[src/rtl/mm_pkg.sv]
// rtl/mm_pkg.sv - shared widths, store entry type and writeback FSM states
// Purpose: default data/address widths for the data-memory path, the
//          {addr, data} store entry at those widths, and the writeback
//          output FSM state encoding.
// Ports:   none (package)
package mm_pkg;

  localparam int MM_DATA_W = 16;
  localparam int MM_ADDR_W = 12;

  typedef struct packed {
    logic [MM_ADDR_W-1:0] addr;
    logic [MM_DATA_W-1:0] data;
  } mm_store_t;

  typedef enum logic {
    WB_IDLE  = 1'b0,
    WB_WRITE = 1'b1
  } wb_state_e;

endpackage

[src/rtl/wb_fifo.sv]
// rtl/wb_fifo.sv - synchronous FIFO buffering accepted store entries
// Purpose: DEPTH-entry first-word-fall-through FIFO; head entry is always
//          visible on pop_data while not empty.
// Ports:   clk, rst (sync, active high)
//          push, push_data  - write side (ignored when full)
//          pop, pop_data    - read side (ignored when empty)
//          full, empty, count - occupancy status
module wb_fifo #(
  parameter int DEPTH = 4,
  parameter int WIDTH = 28
) (
  input  logic                     clk,
  input  logic                     rst,
  input  logic                     push,
  input  logic [WIDTH-1:0]         push_data,
  input  logic                     pop,
  output logic [WIDTH-1:0]         pop_data,
  output logic                     full,
  output logic                     empty,
  output logic [$clog2(DEPTH):0]   count
);

  localparam int AW = $clog2(DEPTH);

  logic [WIDTH-1:0] mem [DEPTH];
  logic [AW-1:0]    wr_ptr;
  logic [AW-1:0]    rd_ptr;
  logic             do_push;
  logic             do_pop;

  assign full     = (count == (AW+1)'(DEPTH));
  assign empty    = (count == '0);
  assign do_push  = push && !full;
  assign do_pop   = pop && !empty;
  assign pop_data = mem[rd_ptr];

  // DEPTH is a power of two, so the pointers wrap by plain overflow.
  always_ff @(posedge clk) begin
    if (rst) begin
      wr_ptr <= '0;
      rd_ptr <= '0;
      count  <= '0;
    end else begin
      if (do_push) wr_ptr <= wr_ptr + 1'b1;
      if (do_pop)  rd_ptr <= rd_ptr + 1'b1;
      case ({do_push, do_pop})
        2'b10:   count <= count + 1'b1;
        2'b01:   count <= count - 1'b1;
        default: count <= count;
      endcase
    end
  end

  always_ff @(posedge clk) begin
    if (do_push) mem[wr_ptr] <= push_data;
  end

endmodule

[src/rtl/acc_writeback.sv]
// rtl/acc_writeback.sv - round-robin drain of core accumulator stores into data memory
// Purpose: arbitrates per-core store requests round-robin, buffers accepted
//          stores in a FIFO and issues them in acceptance order to the
//          memory write port under a ready handshake.
// Ports:   clk, rst (sync, active high)
//          core_req/core_data/core_addr - packed per-core store requests
//          core_ack   - combinational one-hot grant, store taken at that edge
//          mem_wr_en/mem_addr/mem_wr_data - registered write port
//          mem_ready  - write retires at an edge with mem_wr_en && mem_ready
//          busy, fifo_count - status
module acc_writeback
  import mm_pkg::*;
#(
  parameter int NUM_CORES  = 4,
  parameter int DATA_W     = MM_DATA_W,
  parameter int ADDR_W     = MM_ADDR_W,
  parameter int FIFO_DEPTH = 4
) (
  input  logic                          clk,
  input  logic                          rst,
  input  logic [NUM_CORES-1:0]          core_req,
  input  logic [NUM_CORES*DATA_W-1:0]   core_data,
  input  logic [NUM_CORES*ADDR_W-1:0]   core_addr,
  output logic [NUM_CORES-1:0]          core_ack,
  output logic                          mem_wr_en,
  output logic [ADDR_W-1:0]             mem_addr,
  output logic [DATA_W-1:0]             mem_wr_data,
  input  logic                          mem_ready,
  output logic                          busy,
  output logic [$clog2(FIFO_DEPTH):0]   fifo_count
);

  localparam int IW = (NUM_CORES > 1) ? $clog2(NUM_CORES) : 1;

  typedef struct packed {
    logic [ADDR_W-1:0] addr;
    logic [DATA_W-1:0] data;
  } entry_t;

  function automatic logic [IW-1:0] wrap_idx(input int v);
    return IW'(v % NUM_CORES);
  endfunction

  logic [IW-1:0] rr_ptr;
  logic [IW-1:0] gnt_idx;
  logic [IW-1:0] cand;
  logic          found;
  logic          push;
  logic          pop;
  logic          fifo_full;
  logic          fifo_empty;
  entry_t        push_entry;
  entry_t        head_entry;
  wb_state_e     state;

  // First requester at or after rr_ptr, wrapping.
  always_comb begin
    found   = 1'b0;
    gnt_idx = '0;
    cand    = '0;
    for (int i = 0; i < NUM_CORES; i++) begin
      cand = wrap_idx(int'(rr_ptr) + i);
      if (!found && core_req[cand]) begin
        found   = 1'b1;
        gnt_idx = cand;
      end
    end
  end

  // Full blocks acceptance even when the output side pops this cycle.
  assign push     = found && !fifo_full && !rst;
  assign core_ack = push ? (NUM_CORES'(1) << gnt_idx) : '0;

  assign push_entry.addr = core_addr[gnt_idx*ADDR_W +: ADDR_W];
  assign push_entry.data = core_data[gnt_idx*DATA_W +: DATA_W];

  // Head is taken when the output register is free or retiring this edge.
  assign pop  = !rst && !fifo_empty && ((state == WB_IDLE) || mem_ready);
  assign busy = (fifo_count != '0) || mem_wr_en;

  always_ff @(posedge clk) begin
    if (rst) begin
      rr_ptr <= '0;
    end else if (push) begin
      rr_ptr <= wrap_idx(int'(gnt_idx) + 1);
    end
  end

  wb_fifo #(
    .DEPTH (FIFO_DEPTH),
    .WIDTH (ADDR_W + DATA_W)
  ) u_fifo (
    .clk       (clk),
    .rst       (rst),
    .push      (push),
    .push_data (push_entry),
    .pop       (pop),
    .pop_data  (head_entry),
    .full      (fifo_full),
    .empty     (fifo_empty),
    .count     (fifo_count)
  );

  always_ff @(posedge clk) begin
    if (rst) begin
      state       <= WB_IDLE;
      mem_wr_en   <= 1'b0;
      mem_addr    <= '0;
      mem_wr_data <= '0;
    end else begin
      case (state)
        WB_IDLE: begin
          if (!fifo_empty) begin
            mem_addr    <= head_entry.addr;
            mem_wr_data <= head_entry.data;
            mem_wr_en   <= 1'b1;
            state       <= WB_WRITE;
          end
        end
        WB_WRITE: begin
          if (mem_ready) begin
            if (!fifo_empty) begin
              mem_addr    <= head_entry.addr;
              mem_wr_data <= head_entry.data;
            end else begin
              mem_wr_en <= 1'b0;
              state     <= WB_IDLE;
            end
          end
        end
        default: state <= WB_IDLE;
      endcase
    end
  end

endmodule

[config.mk]
export PLATFORM = sky130hd
export DESIGN_NAME = acc_writeback
export DESIGN_NICKNAME = d
export VERILOG_FILES = /design/src/rtl/mm_pkg.sv /design/src/rtl/wb_fifo.sv /design/src/rtl/acc_writeback.sv
export SDC_FILE = /design/constraint.sdc
export NUM_CORES = 1
export LEC_CHECK = 0
export CORE_MARGIN = 10
export CORE_UTILIZATION = 40
export CTS_CLUSTER_SIZE = 20
export DETAILED_ROUTE_END_ITERATION = 12
export PLACE_DENSITY_LB_ADDON = 0.2
export SYNTH_ARGS = -nofsm -noshare
export SYNTH_HDL_FRONTEND = slang
export SYNTH_SLANG_ARGS = --single-unit
[constraint.sdc]
create_clock -name clk -period 2.32 [get_ports clk]
set_input_delay 0.348 -clock clk [delete_from_list [all_inputs] [get_ports clk]]
set_output_delay 0.348 -clock clk [all_outputs]
set_load 0.01 [all_outputs]
# ---- Word-level counts from Yosys, hierarchy flattened
# Memory sizes are Yosys's and may differ from the RTL's. A register that Yosys moved wholly into a read port is not among the register bits.
# Index checks and enable logic that the tools add are counted.
dict set report totals {
  n_memories 1
  register_bits 39
  out_inout_bits 37
  ramBits 112
  inputBits 119
  elab_cells 88
}
dict set report op_classes {
  n_mux 35
  n_mul 1
  bitwise 1
  n_lt_le_gt_ge 4
  reduce_logical 21
  n_addsub 8
  eq_ne 6
  shift 3
}
# memory words width read_ports rd_ports_with_merged_regs write_ports line
set mem_list {}
lappend mem_list {u_fifo.mem 4 28 1 1 1 wb_fifo.sv:25} ;# logic [WIDTH-1:0] mem [DEPTH];
# cell count
set ops {}
lappend ops {{$shiftx A64 B7 Y16} 1}
lappend ops {{$shiftx A48 B7 Y12} 1}
lappend ops {{$mux W16} 2}
lappend ops {{$pmux W16 S2} 1}
lappend ops {{$mux W12} 2}
lappend ops {{$pmux W12 S2} 1}
lappend ops {{$mux W1} 15}
lappend ops {{$lt A2 B3 Y1 const B} 4}
lappend ops {{$mux W2} 6}
lappend ops {{$logic_and A1 B1 Y1} 9}
lappend ops {{$add A2 B1 Y2 const B} 4}
lappend ops {{$bmux W1 S2} 4}
lappend ops {{$logic_not A1 Y1} 6}
lappend ops {{$ne A2 B2 Y1 const B} 3}
lappend ops {{$pmux W3 S2} 1}
lappend ops {{$add A2 B2 Y2 const B} 2}
lappend ops {{$mul A2 B2 Y4 const B} 1}
lappend ops {{$mux W4} 1}
lappend ops {{$pmux W1 S2} 2}
lappend ops {{$shl A1 B2 Y4 const A} 1}
lappend ops {{$add A3 B1 Y3 const B} 1}
lappend ops {{$eq A3 B3 Y1 const B} 1}
lappend ops {{$logic_not A3 Y1} 1}
lappend ops {{$reduce_and A3 Y1} 1}
lappend ops {{other kinds (7)} 8}

# ---- Logic depth before layout (Yosys ltp)
dict set report logic_depth {
  word_depth 17
  mapped_depth 10
  mapped_depth_nobuf 9
}

# ---- Hierarchy
# A second synthesis with hierarchy kept.
dict set report unflattened {
  hier_cells 458
  area_unflattened_um2 6755.2
}
# mod n_inst cells_each area_each_um2 seq_area_each_um2
set by_module_without_submodules {}
lappend by_module_without_submodules {wb_fifo 1 200 4578.1 3543.4}
lappend by_module_without_submodules {acc_writeback 1 258 2177.1 640.6}

# ---- Least setup slack after synthesis
# No wires, ideal clock.
dict set report synth_timing {
  path_type {reg-to-reg}
  from {register u_fifo.count[1]}
  to {memory u_fifo.mem[0][0] (enable)}
  setup_time_ns 0.387
  path_stages_with_launch 5
  path_slack_ns 0.033
  synth_period_minus_slack_ns 2.287
  t_arrival_ns 1.899
  path_buffers 1
  t_required_ns 1.933
  cell_sequence {dfxtp_1 -> inv_1 -> a311oi_2 -> clkbuf_1 -> and2_1}
}
dict set report synth_between {
  elab_chain_len 7
}
# element line
set synth_rtl {}
lappend synth_rtl {{from (decl)} wb_fifo.sv:20} ;# output logic [$clog2(DEPTH):0] count
lappend synth_rtl {{from (signal assigned)} wb_fifo.sv:47} ;# 2'b10: count <= count + 1'b1;
lappend synth_rtl {{from (signal assigned)} wb_fifo.sv:48} ;# 2'b01: count <= count - 1'b1;
lappend synth_rtl {{from (signal assigned)} wb_fifo.sv:49} ;# default: count <= count;
lappend synth_rtl {{$eq A3 B3 Y1 (*)} wb_fifo.sv:31} ;# assign full = (count == (AW+1)'(DEPTH));
lappend synth_rtl {{$logic_not A1 Y1 (*)} {wb_fifo.sv:33, acc_writeback.sv:71}}
lappend synth_rtl {{$logic_and A1 B1 Y1 (2 in a row)} acc_writeback.sv:71} ;# assign push = found && !fifo_full && !rst;
lappend synth_rtl {{$logic_and A1 B1 Y1 (*)} wb_fifo.sv:33} ;# assign do_push = push && !full;
lappend synth_rtl {{$mux W1 (*)} wb_fifo.sv:55} ;# if (do_push) mem[wr_ptr] <= push_data;
lappend synth_rtl {{$mux W1 (implied by the code) (*)} wb_fifo.sv:55}
lappend synth_rtl {{to (decl)} wb_fifo.sv:25}
# Mark *: on every way between the ends. The rest lies on a longest branch, timed or not.

# ---- Final worst setup path
dict set report layout_timing {
  from {input port core_req[2]}
  to {output port core_ack[1]}
}
dict set report layout_between {
  elab_chain_len 15
  elab_cells_between_ends 26
  cone_classes {shift: 1; mux: 17; reduce/logical: 8}
}
# element line
set layout_rtl {}
lappend layout_rtl {{from (decl)} acc_writeback.sv:21} ;# input logic [NUM_CORES-1:0] core_req,
lappend layout_rtl {{$bmux W1 S2} acc_writeback.sv:63} ;# if (!found && core_req[cand]) begin
lappend layout_rtl {{$mux W1 (implied by the code)} acc_writeback.sv:63}
lappend layout_rtl {{$mux W1} acc_writeback.sv:63}
lappend layout_rtl {{$logic_not A1 Y1} acc_writeback.sv:63}
lappend layout_rtl {{$logic_and A1 B1 Y1} acc_writeback.sv:63}
lappend layout_rtl {{$mux W1} acc_writeback.sv:63}
lappend layout_rtl {{$logic_not A1 Y1} acc_writeback.sv:63}
lappend layout_rtl {{$logic_and A1 B1 Y1} acc_writeback.sv:63}
lappend layout_rtl {{$mux W1} acc_writeback.sv:63}
lappend layout_rtl {{$logic_not A1 Y1} acc_writeback.sv:63}
lappend layout_rtl {{$logic_and A1 B1 Y1} acc_writeback.sv:63}
lappend layout_rtl {{$mux W1} acc_writeback.sv:63}
lappend layout_rtl {{$logic_and A1 B1 Y1 (2 in a row)} acc_writeback.sv:71}
lappend layout_rtl {{$mux W4 (*)} acc_writeback.sv:72} ;# assign core_ack = push ? (NUM_CORES'(1) << gnt_idx) : '0;
lappend layout_rtl {{to (decl)} acc_writeback.sv:24} ;# output logic [NUM_CORES-1:0] core_ack,
# Mark *: on every way between the ends. The rest lies on a longest branch, timed or not. The select of a mux whose other input is x is not followed.

==> flow_summary.html <==
<table>
<tr><th>Metric</th><th>Value</th></tr>
<tr><th colspan="2">Clock network</th></tr>
<tr><td>Clock Latency Late Sink</td><td>approximately 0.42 ns</td></tr>
<tr><td>CTS HTree Levels</td><td>4</td></tr>
<tr><td>Root buf cell</td><td>sky130_fd_sc_hd__clkbuf_16</td></tr>
<tr><td>Number of buffers between clock root and the deepest sink</td><td>2</td></tr>
<tr><td>Cts bufs inserted</td><td>17</td></tr>
<tr><td>Hold Buf Count CTS</td><td>0</td></tr>
<tr><td>Reg clk slew, reported paths</td><td>0.06 ns</td></tr>
<tr><td>Clock tree from TritonCTS</td><td>done</td></tr>
<tr><td>Clock sink total</td><td>between 150 and 200</td></tr>
<tr><th colspan="2">Timing</th></tr>
<tr><td>Final Max Tran Viols</td><td>0</td></tr>
<tr><td>Final period utilization</td><td>0.9896</td></tr>
<tr><td>Final setup violation count</td><td>0</td></tr>
<tr><td>Hold slack</td><td>about 0.38 ns</td></tr>
<tr><td>RSZ-0062 raised after global routing</td><td>true</td></tr>
<tr><td>Worst-Margin Slew</td><td>0.4869 ns</td></tr>
<tr><td>Final-report hold violation count</td><td>0</td></tr>
<tr><td>Final setup margin</td><td>0.02410 ns</td></tr>
<tr><td>Slew headroom</td><td>0.6754</td></tr>
<tr><td>Time the final worst path needs with I/O delays and setup</td><td>around 2.3 ns</td></tr>
<tr><td>Maximum clock skew at final layout</td><td>approximately 0.0086 ns</td></tr>
<tr><td>Post-Route Setup TNS</td><td>0 ns</td></tr>
<tr><td>Highest attainable clock frequency</td><td>0.4356 GHz</td></tr>
<tr><th colspan="2">Critical path</th></tr>
<tr><td>Cell type of the slowest stage on the worst timing path</td><td>sky130_fd_sc_hd__clkdlybuf4s50_1</td></tr>
<tr><td>RR Endpoint</td><td>u_fifo.count[2]</td></tr>
<tr><td>Startpoint class of the critical path</td><td>input pin</td></tr>
<tr><td>Required time reported for the critical path endpoint</td><td>roughly 2.0 ns</td></tr>
<tr><td>Cells traversed along the worst timing path</td><td>clkdlybuf4s50_1 -&gt; inv_2 -&gt; o22ai_4 -&gt; a21oi_4 -&gt; buf_4 -&gt; ha_1 -&gt; and2_1 -&gt; dlygate4sd2_1</td></tr>
<tr><td>Crit. Startpoint</td><td>core_req[2]</td></tr>
<tr><td>Worst Setup End Kind</td><td>output pin</td></tr>
<tr><td>Data arrival time of the critical path</td><td>around 2 ns</td></tr>
<tr><td>Worst r2r path cells</td><td>9</td></tr>
<tr><td>Startpoint of the lowest-slack register-to-register path</td><td>u_fifo.count[0]</td></tr>
<tr><td>Critical Path End</td><td>core_ack[1]</td></tr>
<tr><td>Biggest cell delay along the critical path</td><td>0.53 ns</td></tr>
<tr><td>R2R Setup Slk</td><td>~0.26 ns</td></tr>
<tr><td>Critical path type</td><td>in2out</td></tr>
<tr><td>CP max FO</td><td>4</td></tr>
<tr><th colspan="2">Pwr</th></tr>
<tr><td>Power, Total</td><td>10.92 mW</td></tr>
<tr><td>Power Dens Cells</td><td>between 1000 and 1500 nW/µm²</td></tr>
<tr><td>Switching share of power</td><td>0.3036</td></tr>
<tr><td>Net switching component of the power</td><td>~3.3 mW</td></tr>
<tr><td>Sequential share of power</td><td>0.387</td></tr>
<tr><td>Internal power contribution</td><td>7.603 mW</td></tr>
<tr><td>Maximum resistive drop on vdd</td><td>between 600 and 700 µV</td></tr>
<tr><td>Clock network power share</td><td>0.266</td></tr>
<tr><td>Leakage power</td><td>between 3 and 4 nW</td></tr>
<tr><td>Share of total power in combinational logic</td><td>0.347</td></tr>
<tr><th colspan="2">Floorplanning</th></tr>
<tr><td>Width of the chip</td><td>149.3 µm</td></tr>
<tr><td>Area of the die</td><td>22300 µm²</td></tr>
<tr><td>Overall die height</td><td>about 150 µm</td></tr>
<tr><td>Num rows</td><td>47</td></tr>
<tr><td>Area inside the core boundary</td><td>16470 µm²</td></tr>
<tr><td>Count of pins on the block boundary</td><td>between 150 and 200</td></tr>
<tr><td>Effective utilization at floorplan</td><td>0.4064</td></tr>
<tr><th colspan="2">GRT</th></tr>
<tr><td>Wire length of the first global-routing pass</td><td>about 24000 µm</td></tr>
<tr><td>Overflow left after global routing</td><td>0</td></tr>
<tr><td>Total GRT Usage</td><td>0.1398</td></tr>
<tr><td>Vias in the first global route</td><td>~4.5k</td></tr>
<tr><td>Largest net degree at the start of global routing</td><td>31</td></tr>
<tr><td>Antenna violations before repair</td><td>0</td></tr>
<tr><th colspan="2">Placed design</th></tr>
<tr><td>GPL Wtd Cong</td><td>~0.70</td></tr>
<tr><td>IO buf count</td><td>approximately 160</td></tr>
<tr><td>Post-DP HPWL</td><td>around 11000 µm</td></tr>
<tr><td>Setup WS pre-CTS</td><td>-0.3964 ns</td></tr>
<tr><td>Placed cell count</td><td>just over 800</td></tr>
<tr><th colspan="2">Route</th></tr>
<tr><td>Total wirelength of the detailed-routed design</td><td>15340 µm</td></tr>
<tr><td>Per-cell routed wire length</td><td>approximately 18 µm</td></tr>
<tr><td>Total iterations of the first detailed-routing run</td><td>5</td></tr>
<tr><td>Routed via count divided by cell count</td><td>around 4.9</td></tr>
<tr><td>Via count</td><td>~4.2k</td></tr>
<tr><td>Starting DRT DRC Count</td><td>214</td></tr>
<tr><td>Remaining antenna violation count after routing</td><td>0</td></tr>
<tr><td>Total DRC errors in the routed layout</td><td>0</td></tr>
<tr><th colspan="2">Logic synthesis</th></tr>
<tr><td>Post-Synthesis Cell Area</td><td>6691 µm²</td></tr>
<tr><td>Number of library cell types mapped by synthesis</td><td>34</td></tr>
<tr><td>Synth area leaders</td><td>sky130_fd_sc_hd__edfxtp_1 (50%), sky130_fd_sc_hd__mux2i_1 (13%), sky130_fd_sc_hd__dfxtp_1 (12%)</td></tr>
<tr><td>Post-synthesis register bit count</td><td>roughly 150</td></tr>
<tr><td>Average footprint of a synthesized cell</td><td>14.84 µm²</td></tr>
<tr><td>Share of the synthesized area in the top cell type</td><td>0.5026</td></tr>
<tr><td>Post-synthesis cell type with the largest combined area</td><td>sky130_fd_sc_hd__edfxtp_1</td></tr>
<tr><td>Net count after synthesis</td><td>580</td></tr>
<tr><td>Sequential-to-total area share from yosys stat</td><td>0.6253</td></tr>
<tr><td>Number of standard cells after synthesis</td><td>between 400 and 500</td></tr>
<tr><td>Syn. warnings</td><td>0</td></tr>
<tr><th colspan="2">Cells and area</th></tr>
<tr><td>Diodes inserted</td><td>0</td></tr>
<tr><td>Fraction of final layout cells with drive strength greater than 1</td><td>0.1820</td></tr>
<tr><td>Area Growth Syn to Fin</td><td>39.49%</td></tr>
<tr><td>Number of nets in the finished design</td><td>759</td></tr>
<tr><td>Post-route insts no fill</td><td>863</td></tr>
<tr><td>Number of inserted filler cells in the final layout</td><td>1355</td></tr>
<tr><th colspan="2">Run status</th></tr>
<tr><td>Result of the run</td><td>finished clean</td></tr>
<tr><th colspan="2">Min path</th></tr>
<tr><td>Number of stages on the worst hold path</td><td>3</td></tr>
<tr><td>Type of the most critical hold path</td><td>in2reg</td></tr>
<tr><th colspan="2">Run</th></tr>
<tr><td>Maximum capacitance violations</td><td>0</td></tr>
</table>
how the worst min path moves through the flow:
stage,from,to,slack (ns)
3_3_place_gp,mem_wr_data[15],mem_wr_data[15],0.44
2_1_floorplan,state,mem_wr_en,0.45
4_1_cts,rst,mem_addr[2],0.37
6_report,rst,mem_addr[1],0.38
5_1_grt,rst,u_fifo.count[0],0.39
3_5_place_dp,mem_wr_data[14],mem_wr_data[14],0.45
synthesized netlist by cell type (all sizes together):
cell	n
nor4	1
nor3	1
mux4	28
a311oi	2
a21o	1
o22a	1
nor2b	2
o31ai	1
dfxtp	41
o22ai	2
inv	11
xnor2	2
o21ai	3
nand2b	4
fa	1
nor2	11
nand3b	1
ha	9
buf	17
and2	8
mux2i	84
nand2	59
clkbuf	11
edfxtp	112
xor2	3
or3	1
a21oi	34
timing repair:
action | 4_1_cts | 5_1_grt
resized for setup | 14 | 6
buffers inserted | 4 | 0
pin swaps | 0 | 3
setup endpoints to repair | 4 | 5
logic make-up (layout without fill, tap and decap cells):
| group | after synthesis | after routing | synth area share |
|---|---|---|---|
| AO/OA/AOI/OAI | 44 | 44 | 0.03665 |
| XOR/XNOR | 5 | 5 | 0.006546 |
| adder cells (fa/ha/maj) | 10 | 10 | 0.01982 |
| buffers and inverters | 39 | 231 | 0.03459 |
| flip-flops | 153 | 153 | 0.6253 |
| multiplexers | 112 | 112 | 0.2199 |
| AND/OR/NAND/NOR | 88 | 88 | 0.05722 |
power by group through the flow:
stage	clock, mW	combinational (mW)	sequential (mW)
global route	3.10	4.14	4.31
global placement	0	3.74	4.24
finish	2.91	3.78	4.23
floorplan	0	2.20	4.27
detailed placement	0	3.83	4.28
CTS	2.96	3.87	4.23
flip-flops by register name (all words and copies together), names as in the netlist, named ones only:
| register | count |
|---|---|
| u_fifo.mem | 112 |
| u_fifo.count | 3 |
| mem_wr_data | 16 |
| u_fifo.wr_ptr | 2 |
| mem_wr_en | 1 |
| u_fifo.rd_ptr | 2 |
| rr_ptr | 2 |
| state | 1 |
| mem_addr | 12 |
critical path, delay by kind of cell:
kind,cells,cell delay [ns]
compound gates,2,0.27
fa+ha+maj,1,0.17
simple gates,1,0.12
buf+inv,4,1.03
layout make-up:
cell class	count	area, µm²	area share
sequential	153	4192	0.4491
multi-input combinational	259	2336	0.2503
timing repair buffer	188	1857	0.1989
clock buffer	18	450.4	0.04826
tap	220	275.3	0.02949
clock inverter	14	182.7	0.01957
inverter	11	41.29	0.004424
per-layer routing:
layer  up-vias  global-route usage  share of wire
met5         -                   0              0
met4         0             0.05348          0.010
met3         9             0.03732          0.046
met2        89              0.2582           0.56
met1      2082              0.1477           0.39
li1       2039                   -              -
layout by cell type (no fill, tap or decap), drive strengths merged, types with 3 or more instances in the layout:
cell type      synthesis  final
clkdlybuf4s50          0    147
inv                   11     16
mux2i                 84     84
xor2                   3      3
bufinv                 0      3
nor2                  11     11
dlygate4sd2            0      4
o21ai                  3      3
buf                   17     34
and2                   8      8
ha                     9      9
clkinv                 0      4
nand2                 59     59
a21oi                 34     34
nand2b                 4      4
dfxtp                 41     41
edfxtp               112    112
clkbuf                11     20
mux4                  28     28
metrics by stage:
stage / util / cell area (µm²)
global route: 0.5669 / 9334
detailed placement: 0.5254 / 8651
floorplan: - / 6691
CTS: 0.5666 / 9330
global placement: 0.5254 / 8651
finish: 0.5669 / 9334
No activity file was read; power rests on OpenSTA's default activity.
